**src/rtl/asip_pkg.sv**
```systemverilog
// Shared types and default constants for the vector ASIP pipeline sequencer.
package asip_pkg;

  localparam int REG_W_DEF     = 4;
  localparam int WB_DEPTH_DEF  = 3;
  localparam int FLUSH_CYC_DEF = 2;
  localparam int CNT_W_DEF     = 16;

  typedef struct packed {
    logic                 v;
    logic [REG_W_DEF-1:0] dst;
  } sb_entry_t;

  typedef enum logic [1:0] {
    RUN   = 2'd0,
    STALL = 2'd1,
    FLUSH = 2'd2
  } hz_state_e;

endpackage

```
**src/rtl/hazard_stall_ctrl_scoreboard.sv**
```systemverilog
// In-flight destination tracker: shift register of issued writes plus source match.
module hazard_scoreboard
  import asip_pkg::*;
#(
  parameter int REG_W    = REG_W_DEF,
  parameter int WB_DEPTH = WB_DEPTH_DEF
) (
  input  logic             clk,
  input  logic             rst,
  input  logic             ins,
  input  logic [REG_W-1:0] ins_dst,
  input  logic [REG_W-1:0] src_a,
  input  logic             src_a_used,
  input  logic [REG_W-1:0] src_b,
  input  logic             src_b_used,
  output logic             hit_a,
  output logic             hit_b
);

  sb_entry_t slot [WB_DEPTH];

  always_ff @(posedge clk) begin
    if (rst) begin
      for (int i = 0; i < WB_DEPTH; i++) slot[i] <= '0;
    end else begin
      slot[0] <= ins ? sb_entry_t'{v: 1'b1, dst: ins_dst} : '0;
      for (int i = 1; i < WB_DEPTH; i++) slot[i] <= slot[i-1];
    end
  end

  // The last slot writes back this cycle and the register file is write-first.
  always_comb begin
    hit_a = 1'b0;
    hit_b = 1'b0;
    for (int i = 0; i < WB_DEPTH - 1; i++) begin
      hit_a = hit_a | (src_a_used & slot[i].v & (slot[i].dst == src_a));
      hit_b = hit_b | (src_b_used & slot[i].v & (slot[i].dst == src_b));
    end
  end

endmodule

```
**src/rtl/hazard_stall_ctrl.sv**
```systemverilog
// Decode-side sequencer: RAW stalls, post-jump flush, execute bubbles, stall statistics.
//   state | meaning
//   RUN   | no hazard last cycle, instructions issue freely
//   STALL | decode held on a RAW hazard, re-evaluated every cycle
//   FLUSH | fetch/decode invalidated for FLUSH_CYC cycles after a jump
module hazard_stall_ctrl
  import asip_pkg::*;
#(
  parameter int REG_W     = REG_W_DEF,
  parameter int WB_DEPTH  = WB_DEPTH_DEF,
  parameter int FLUSH_CYC = FLUSH_CYC_DEF,
  parameter int CNT_W     = CNT_W_DEF
) (
  input  logic             clk,
  input  logic             rst,
  input  logic             dec_valid,
  input  logic [REG_W-1:0] dec_src_a,
  input  logic             dec_src_a_used,
  input  logic [REG_W-1:0] dec_src_b,
  input  logic             dec_src_b_used,
  input  logic [REG_W-1:0] dec_dst,
  input  logic             dec_wr_en,
  input  logic             dec_jump,
  output logic             stall_fd,
  output logic             bubble_ex,
  output logic             flush_fd,
  output logic [CNT_W-1:0] stall_cnt
);

  localparam int FC_W = $clog2(FLUSH_CYC + 1);

  hz_state_e       state;
  logic [FC_W-1:0] fcnt;
  logic            hit_a, hit_b;
  logic            in_flush, hazard, issue;

  assign in_flush = (state == FLUSH);
  assign hazard   = dec_valid & ~in_flush & (hit_a | hit_b);
  assign issue    = dec_valid & ~hazard & ~in_flush;

  hazard_scoreboard #(
    .REG_W   (REG_W),
    .WB_DEPTH(WB_DEPTH)
  ) u_sb (
    .clk       (clk),
    .rst       (rst),
    .ins       (issue & dec_wr_en),
    .ins_dst   (dec_dst),
    .src_a     (dec_src_a),
    .src_a_used(dec_src_a_used),
    .src_b     (dec_src_b),
    .src_b_used(dec_src_b_used),
    .hit_a     (hit_a),
    .hit_b     (hit_b)
  );

  always_ff @(posedge clk) begin
    if (rst) begin
      state     <= RUN;
      fcnt      <= '0;
      stall_cnt <= '0;
    end else begin
      if (hazard && (stall_cnt != {CNT_W{1'b1}})) stall_cnt <= stall_cnt + 1'b1;
      case (state)
        RUN, STALL: begin
          if (hazard) begin
            state <= STALL;
          end else if (issue && dec_jump) begin
            state <= FLUSH;
            fcnt  <= FC_W'(FLUSH_CYC - 1);
          end else begin
            state <= RUN;
          end
        end
        FLUSH: begin
          if (fcnt == '0) state <= RUN;
          else            fcnt  <= fcnt - 1'b1;
        end
        default: state <= RUN;
      endcase
    end
  end

  assign stall_fd  = hazard;
  assign bubble_ex = hazard | in_flush;
  assign flush_fd  = in_flush;

endmodule
```
**config.mk**
```make
export PLATFORM = sky130hd
export DESIGN_NAME = hazard_stall_ctrl
export DESIGN_NICKNAME = d
export VERILOG_FILES = /design/src/rtl/asip_pkg.sv /design/src/rtl/hazard_stall_ctrl_scoreboard.sv /design/src/rtl/hazard_stall_ctrl.sv
export SDC_FILE = /design/constraint.sdc
export NUM_CORES = 1
export LEC_CHECK = 0
export ABC_AREA = 1
export ABC_CLOCK_PERIOD_IN_PS = 1900
export CELL_PAD_IN_SITES_DETAIL_PLACEMENT = 0
export CELL_PAD_IN_SITES_GLOBAL_PLACEMENT = 1
export CORE_AREA = 2 2 66 83
export CTS_BUF_LIST = sky130_fd_sc_hd__clkbuf_8
export DETAILED_ROUTE_END_ITERATION = 10
export DIE_AREA = 0 0 68 85
export PLACE_DENSITY_LB_ADDON = 0.25
export REMOVE_ABC_BUFFERS = 1
export SKIP_LAST_GASP = 1
export SLEW_MARGIN = 25
export SYNTH_ARGS = -nofsm -noshare
export SYNTH_HDL_FRONTEND = slang
export SYNTH_SLANG_ARGS = --single-unit
```
**constraint.sdc**
```tcl
create_clock -name clk -period 1.9 [get_ports clk]
set_input_delay 0.38 -clock clk [delete_from_list [all_inputs] [get_ports clk]]
set_output_delay 0.38 -clock clk [all_outputs]
set_load 0.05 [all_outputs]
```
==> reports/summary.txt, run 1 <==
Post-synth EDFFs: 0
Synth top area share: 34.6%
Rel. slew slack: 77.7%
number of remaining DRC errors: 0
first-pass GRT wire length: 7310 um
clk slew on worst S/H paths: 60 ps
die area: 0.00578 mm2
Synth area leader: dfxtp_1
CP most frequent cell: nand2_1
Reg-to-Reg End: stall_cnt[10]
Clock Tree Root: clkbuf_8
FILL cells: 532
CP max FO: 3
num ports: 38
Worst Path Class, Setup: primary input to output pin
H-tree depth: 2
maxcap violations: 0
Mapped Cells: 264
fin. max-slew vios: 0
Mapped Area: 0.00174 mm2
max incr delay on CP: 220 ps
CP required: 1520 ps
fraction of synthesized area in multiplexers: 0%
Crit. End Element: output pin
CORE AREA: 0.00501 mm2
wire per inst: 11.3 um
via count: 1764
Final Worst Setup Slack: 61.5 ps
Initial Util: 34.7%
hold_ws: 417 ps
routed vias/inst: 4.55
register area share after synthesis: 34.6%
Max Clock Skew: 8.05 ps
FF+latch count, synth: 30
compound-gate portion of the synthesized area: 8.78%
IO buf count: 37
status: finished, final reports clean
xor and xnor area share after synthesis: 7.06%
Pre-antenna DRT Iters: 4
Total Nets Final: 346
syn_area_per_cell: 6.58 um2
RSZ-0062 raised after global routing: yes
layout cells sized above 1: 28.5%
Hold EP: state[0]
TritonCTS clock tree: done
FFs w/ async S/R, synth: 0%
P_leak: 0.00112 uW
final global-route overflow total: 0
# clock sinks: 30
maximum clock insertion buffer count: 2
hold path cells: 1
Final min period: 1840 ps
ant diodes: 0
Setup TNS: 0 ps
Area Overhead vs Synth: 40.2%
reg2reg path depth: 9
CP cell instances: clkdlybuf4s15_1 > inv_1 > nand2_1 > nand2_1 > nor2_1 > nand3_1 > nand2_1 > nor2_2 > inv_2 > nand2_4 > inv_4 > buf_12
Worst VDD drop: 0.286 mV
Worst path top cell family by delay: buffers and inverters
Die H: 85 um
die width: 68 um
detailed placement HPWL: 3420 um
crit start category: primary input
gpl congestion: 0.792
vias in the first global route: 1692
Final Hold Violating Endpoints: 0
# hold bufs at CTS: 0
Setup Viol. Count Final: 0
initial antenna violation count: 0
R2R Setup Slk: 230 ps
post-synthesis cell type count: 24
highest clock rate: 0.544 GHz
largest net degree at the start of global routing: 17
Synth Flop Type: dfxtp_1
count leader, synth: nand2_1
FP Rows: 29
Syn. warnings: 0
reg-to-reg critical path startpoint: stall_cnt[0]
Pwr Density: 538 mW/mm2
number of CTS-inserted buffers: 5
adder-cell share of the synthesized area: 1.44%
largest family of logic cells by synthesized area: simple AND/OR/NAND/NOR gates
final wirelength: 4380 um
Post-Place Setup Slack: -328 ps
worst min path class: flip-flop to flip-flop
worst path arrival time: 1460 ps
iteration-0 DRC count of the detailed router: 35
worst-skew pair later-pin latency: 280 ps
Synth Area in Simple Gates: 37.9%
antenna viol nets, final: 0
worst hold path startpoint: state[1]
synth top area cells: dfxtp_1, nand2_1, nand3_1
most common library cells after synthesis: nand2_1, inv_1, nor2_1
WP buf/inv: 5
worst slew pin tran: 332 ps
Total Routing Usage GR: 16.7%
period utilisation layout: 96.8%
highest-delay cell along the critical path: clkdlybuf4s15_1
through the flow:
step	area (um2)	power [uW]	utilization (%)	std cells
3_5_place_dp	2270	808	45.4	376
4_1_cts	2390	1340	47.8	385
5_1_grt	2440	1390	48.7	388
2_1_floorplan	1710	725	-	259
3_3_place_gp	2270	808	45.4	376
6_report	2440	1310	48.7	388
registers in the layout (all words and copies together), names as in the netlist:
| name | flops |
|---|---|
| stall_cnt | 16 |
| u_sb.slot | 10 |
| fcnt | 2 |
| state | 2 |
placed cells by master, fill, tap and decap left out, drive strengths merged:
master	Yosys	routed
dlygate4sd2	0	4
ha	2	2
dfxtp	30	30
nand2	73	73
o21ai	2	2
clkinv	0	1
or4	1	1
a21oi	21	21
xnor2	4	4
clkdlybuf4s50	0	8
or2	1	1
and3	1	1
clkbuf	2	7
nand3	29	29
buf	3	41
nor2	35	35
xor2	10	10
nand4	5	5
inv	40	41
nor3	5	5
clkdlybuf4s15	0	5
final cells by class:
type | instances | area, um2 | share of cell area, %
Inverter | 40 | 153 | 6.27
Sequential cell | 30 | 612 | 25.1
Multi-Input combinational cell | 189 | 1000 | 41.0
Timing Repair Buffer | 59 | 503 | 20.6
Clock buffer | 6 | 82.6 | 3.39
Tap cell | 62 | 77.6 | 3.18
Clock inverter | 2 | 8.76 | 0.360
repair_timing:
action	in CTS	in global routing
endpoints found under the setup margin	2	2
gates resized for setup	24	21
setup buffers	1	3
pin swaps	5	7
report_power, final:
| group | switching (uW) | internal (uW) | total, uW |
|---|---|---|---|
| registers | 6.17 | 639 | 645 |
| clock network | 229 | 286 | 515 |
| logic | 81.9 | 67.6 | 149 |
cell families (layout without fill, tap and decap cells):
group | after synthesis | after routing
AOI/OAI and AO/OA | 23 | 23
and+or+nand+nor | 150 | 150
DFF | 30 | 30
adders and majority gates | 2 | 2
buffers and inverters | 45 | 107
xor gates and xnor gates | 14 | 14
worst max path at each step:
stage | startpoint | endpoint | slack [ps] | cells after the start
2_1_floorplan | stall_cnt[0] | stall_cnt[15] | -320 | 9
3_3_place_gp | dec_src_b[2] | bubble_ex | -310 | 12
3_5_place_dp | dec_src_a[2] | bubble_ex | -330 | 11
4_1_cts | u_sb.slot[0][3] | stall_fd | 0.5 | 11
5_1_grt | u_sb.slot[0][3] | bubble_ex | -50 | 11
6_report | dec_src_b[3] | stall_fd | 60 | 12
per-layer routing:
layer	track usage [%]	wire, um
met5	0	0
met3	4.24	169
met1	19.0	1840
met4	6.00	18
met2	29.4	2350
Power figures use the tool's default switching activity.
==> run 2, diff against run 1 <==
--- a/config.mk
+++ b/config.mk
@@ -13,6 +13,7 @@
 export CTS_BUF_LIST = sky130_fd_sc_hd__clkbuf_8
 export DETAILED_ROUTE_END_ITERATION = 10
 export DIE_AREA = 0 0 68 85
+export GPL_TIMING_DRIVEN = 0
 export PLACE_DENSITY_LB_ADDON = 0.25
 export REMOVE_ABC_BUFFERS = 1
 export SKIP_LAST_GASP = 1
==> run 2 against run 1 <==
Compared with the run above:
- die area did not move
- largest power group unchanged
- final area rose by 1.1%
- clock skew fell by 2.7 ps
- clock-buffer cell count did not move
- setup slack got worse by 30 ps
- maximum frequency fell by 1.6%
- global-route usage rose by 0.49 points
==> reports/summary.txt, run 2 (synthesis gave the netlist of run 1 again) <==
WP buf/inv: 4 (was 5)
Critical Path Stages: 6 (was 12)
IO buf count: 37 (unchanged)
fin. max-slew vios: 0 (unchanged)
Pwr Density: 535 mW/mm2 (was 538 mW/mm2)
Rel. slew slack: 61.7% (was 77.7%)
highest-delay cell along the critical path: clkdlybuf4s50_1 (was clkdlybuf4s15_1)
worst min path class: flip-flop to flip-flop (unchanged)
Biggest register: stall_cnt (unchanged)
ant diodes: 0 (unchanged)
reg2reg path depth: 9 (unchanged)
Final Core Density: 49.2% (was 48.7%)
commonest non-fill, non-tap cells in the layout: nand2_1, inv_1, nor2_1 (was nand2_1, buf_4, nor2_1)
hold path cells: 1 (unchanged)
Post-Layout Inst Area: 0.00246 mm2 (was 0.00244 mm2)
wire per inst: 12.3 um (was 11.3 um)
maximum clock insertion buffer count: 2 (unchanged)
Post-Place Setup Slack: -1230 ps (was -328 ps)
FP Rows: 29 (unchanged)
number of remaining DRC errors: 0 (unchanged)
first-pass GRT wire length: 7660 um (was 7310 um)
CP required: 1520 ps (about the same)
num ports: 38 (unchanged)
CORE AREA: 0.00501 mm2 (unchanged)
period utilisation layout: 98.4% (was 96.8%)
H-tree depth: 2 (unchanged)
Clock Tree Root: clkbuf_8 (unchanged)
number of CTS-inserted buffers: 5 (unchanged)
max reg flops: 16 (unchanged)
combinational power share: 10.9% (was 11.4%)
Total Nets Final: 337 (was 346)
iteration-0 DRC count of the detailed router: 65 (was 35)
reg-to-reg critical path startpoint: stall_cnt[0] (unchanged)
Area Overhead vs Synth: 41.8% (was 40.2%)
Die H: 85 um (unchanged)
routed vias/inst: 4.76 (was 4.55)
maxcap violations: 0 (unchanged)
Worst VDD drop: 0.304 mV (was 0.286 mV)
Crit. End Element: output pin (unchanged)
detailed placement HPWL: 3110 um (was 3420 um)
highest clock rate: 0.535 GHz (was 0.544 GHz)
clock power share: 40.3% (was 39.3%)
worst-skew pair later-pin latency: 280 ps (about the same)
max incr delay on CP: 460 ps (was 220 ps)
CP max FO: 5 (was 3)
die width: 68 um (unchanged)
vias in the first global route: 1756 (was 1692)
status: finished, final reports clean (unchanged)
P_leak: 0.00115 uW (was 0.00112 uW)
most common cell after layout, fill and taps aside: nand2_1 (unchanged)
worst path arrival time: 1490 ps (was 1460 ps)
Pre-antenna DRT Iters: 4 (unchanged)
layout cells sized above 1: 27.4% (was 28.5%)
final global-route overflow total: 0 (unchanged)
TritonCTS clock tree: done (unchanged)
Worst path top cell family by delay: buffers and inverters (unchanged)
Seq pwr share: 48.8% (was 49.3%)
largest net degree at the start of global routing: 25 (was 17)
crit start category: primary input (unchanged)
Max Clock Skew: 5.32 ps (was 8.05 ps)
worst hold path startpoint: state[1] (unchanged)
Sw Ratio: 25.5% (was 24.2%)
placed cell areas: 0.00215 mm2 (was 0.00227 mm2)
final wirelength: 4650 um (was 4380 um)
Final min period: 1870 ps (was 1840 ps)
RSZ-0062 raised after global routing: yes (unchanged)
top flop regs: stall_cnt (16), u_sb.slot (10) (unchanged)
sw power: 336 uW (was 317 uW)
Final Worst Setup Slack: 31.2 ps (was 61.5 ps)
Initial Util: 34.7% (unchanged)
Final Hold Violating Endpoints: 0 (unchanged)
# clock sinks: 30 (unchanged)
clk slew on worst S/H paths: 70 ps (was 60 ps)
Total Routing Usage GR: 17.2% (was 16.7%)
CP cell instances: clkdlybuf4s50_1 > inv_1 > nor2_4 > nand2_4 > inv_4 > buf_8 (was clkdlybuf4s15_1 > inv_1 > nand2_1 > nand2_1 > nor2_1 > nand3_1 > nand2_1 > nor2_2 > inv_2 > nand2_4 > inv_4 > buf_12)
antenna viol nets, final: 0 (unchanged)
CP startpoint: dec_valid (was dec_src_b[3])
initial antenna violation count: 0 (unchanged)
internal cell power: 981 uW (was 993 uW)
Worst Path Class, Setup: primary input to output pin (unchanged)
Setup Viol. Count Final: 0 (unchanged)
Setup TNS: 0 ps (unchanged)
die area: 0.00578 mm2 (unchanged)
via count: 1805 (was 1764)
worst slew pin tran: 574 ps (was 332 ps)
gpl congestion: 0.754 (was 0.792)
[run 2: changes by cell type in the layout (fill, tap and decap cells not counted), sizes merged]
cell           previous run  this run
nand4                     5         6
nand3                    29        30
dlymetal6s2s              0         2
clkbuf                    7        10
dlygate4sd2               4        17
clkdlybuf4s15             5         3
buf                      41        14
[run 2: power groups by stage]
stage	clock, uW	combinational (uW)	sequential (uW)
after detailed placement	0	136	660
final	531	144	642
after floorplan	0	66.4	658
after CTS	539	139	646
after global placement	0	138	659
after global routing	567	163	643
[run 2: final timing paths]
kind | end | slack [ps]
setup / recovery | stall_fd | 30
hold / removal | state[0] | 420
setup reg to reg | stall_cnt[4] | 150
hold reg to reg | state[0] | 420
[run 2: per-layer routing]
layer  vias to the layer above  share of wire (%)  track usage, %
met2                        37                 52            29.7
met1                       825                 42            19.9
met4                         0                1.5            7.45
met5                         -                  0               0
met3                         6                4.5            3.71
li1                        937                  -               -
[run 2: timing repair]
action,CTS,global route
hold buffers,0,0
gates cloned,1,1
gates resized for setup,56,48
hold endpoints to repair,0,0
buffers inserted,6,5
pin swaps,8,15
setup endpoints to repair,32,21
[run 2: metrics by stage]
stage	instances	hold slack (ps)	power, uW
floorplan	259	398	725
global placement	358	413	797
detailed placement	358	414	796
CTS	373	420	1320
global route	379	432	1370
finish	379	420	1320
[run 2: cell type report]
class                   count  area [um2]
clock buffers               6        82.6
clock inverters             2        8.76
fillers                   535        2540
inverters                  40         153
multi-input cells         191        1080
flip-flops and latches     30         626
well taps                  62        77.6
repair buffers             48         434
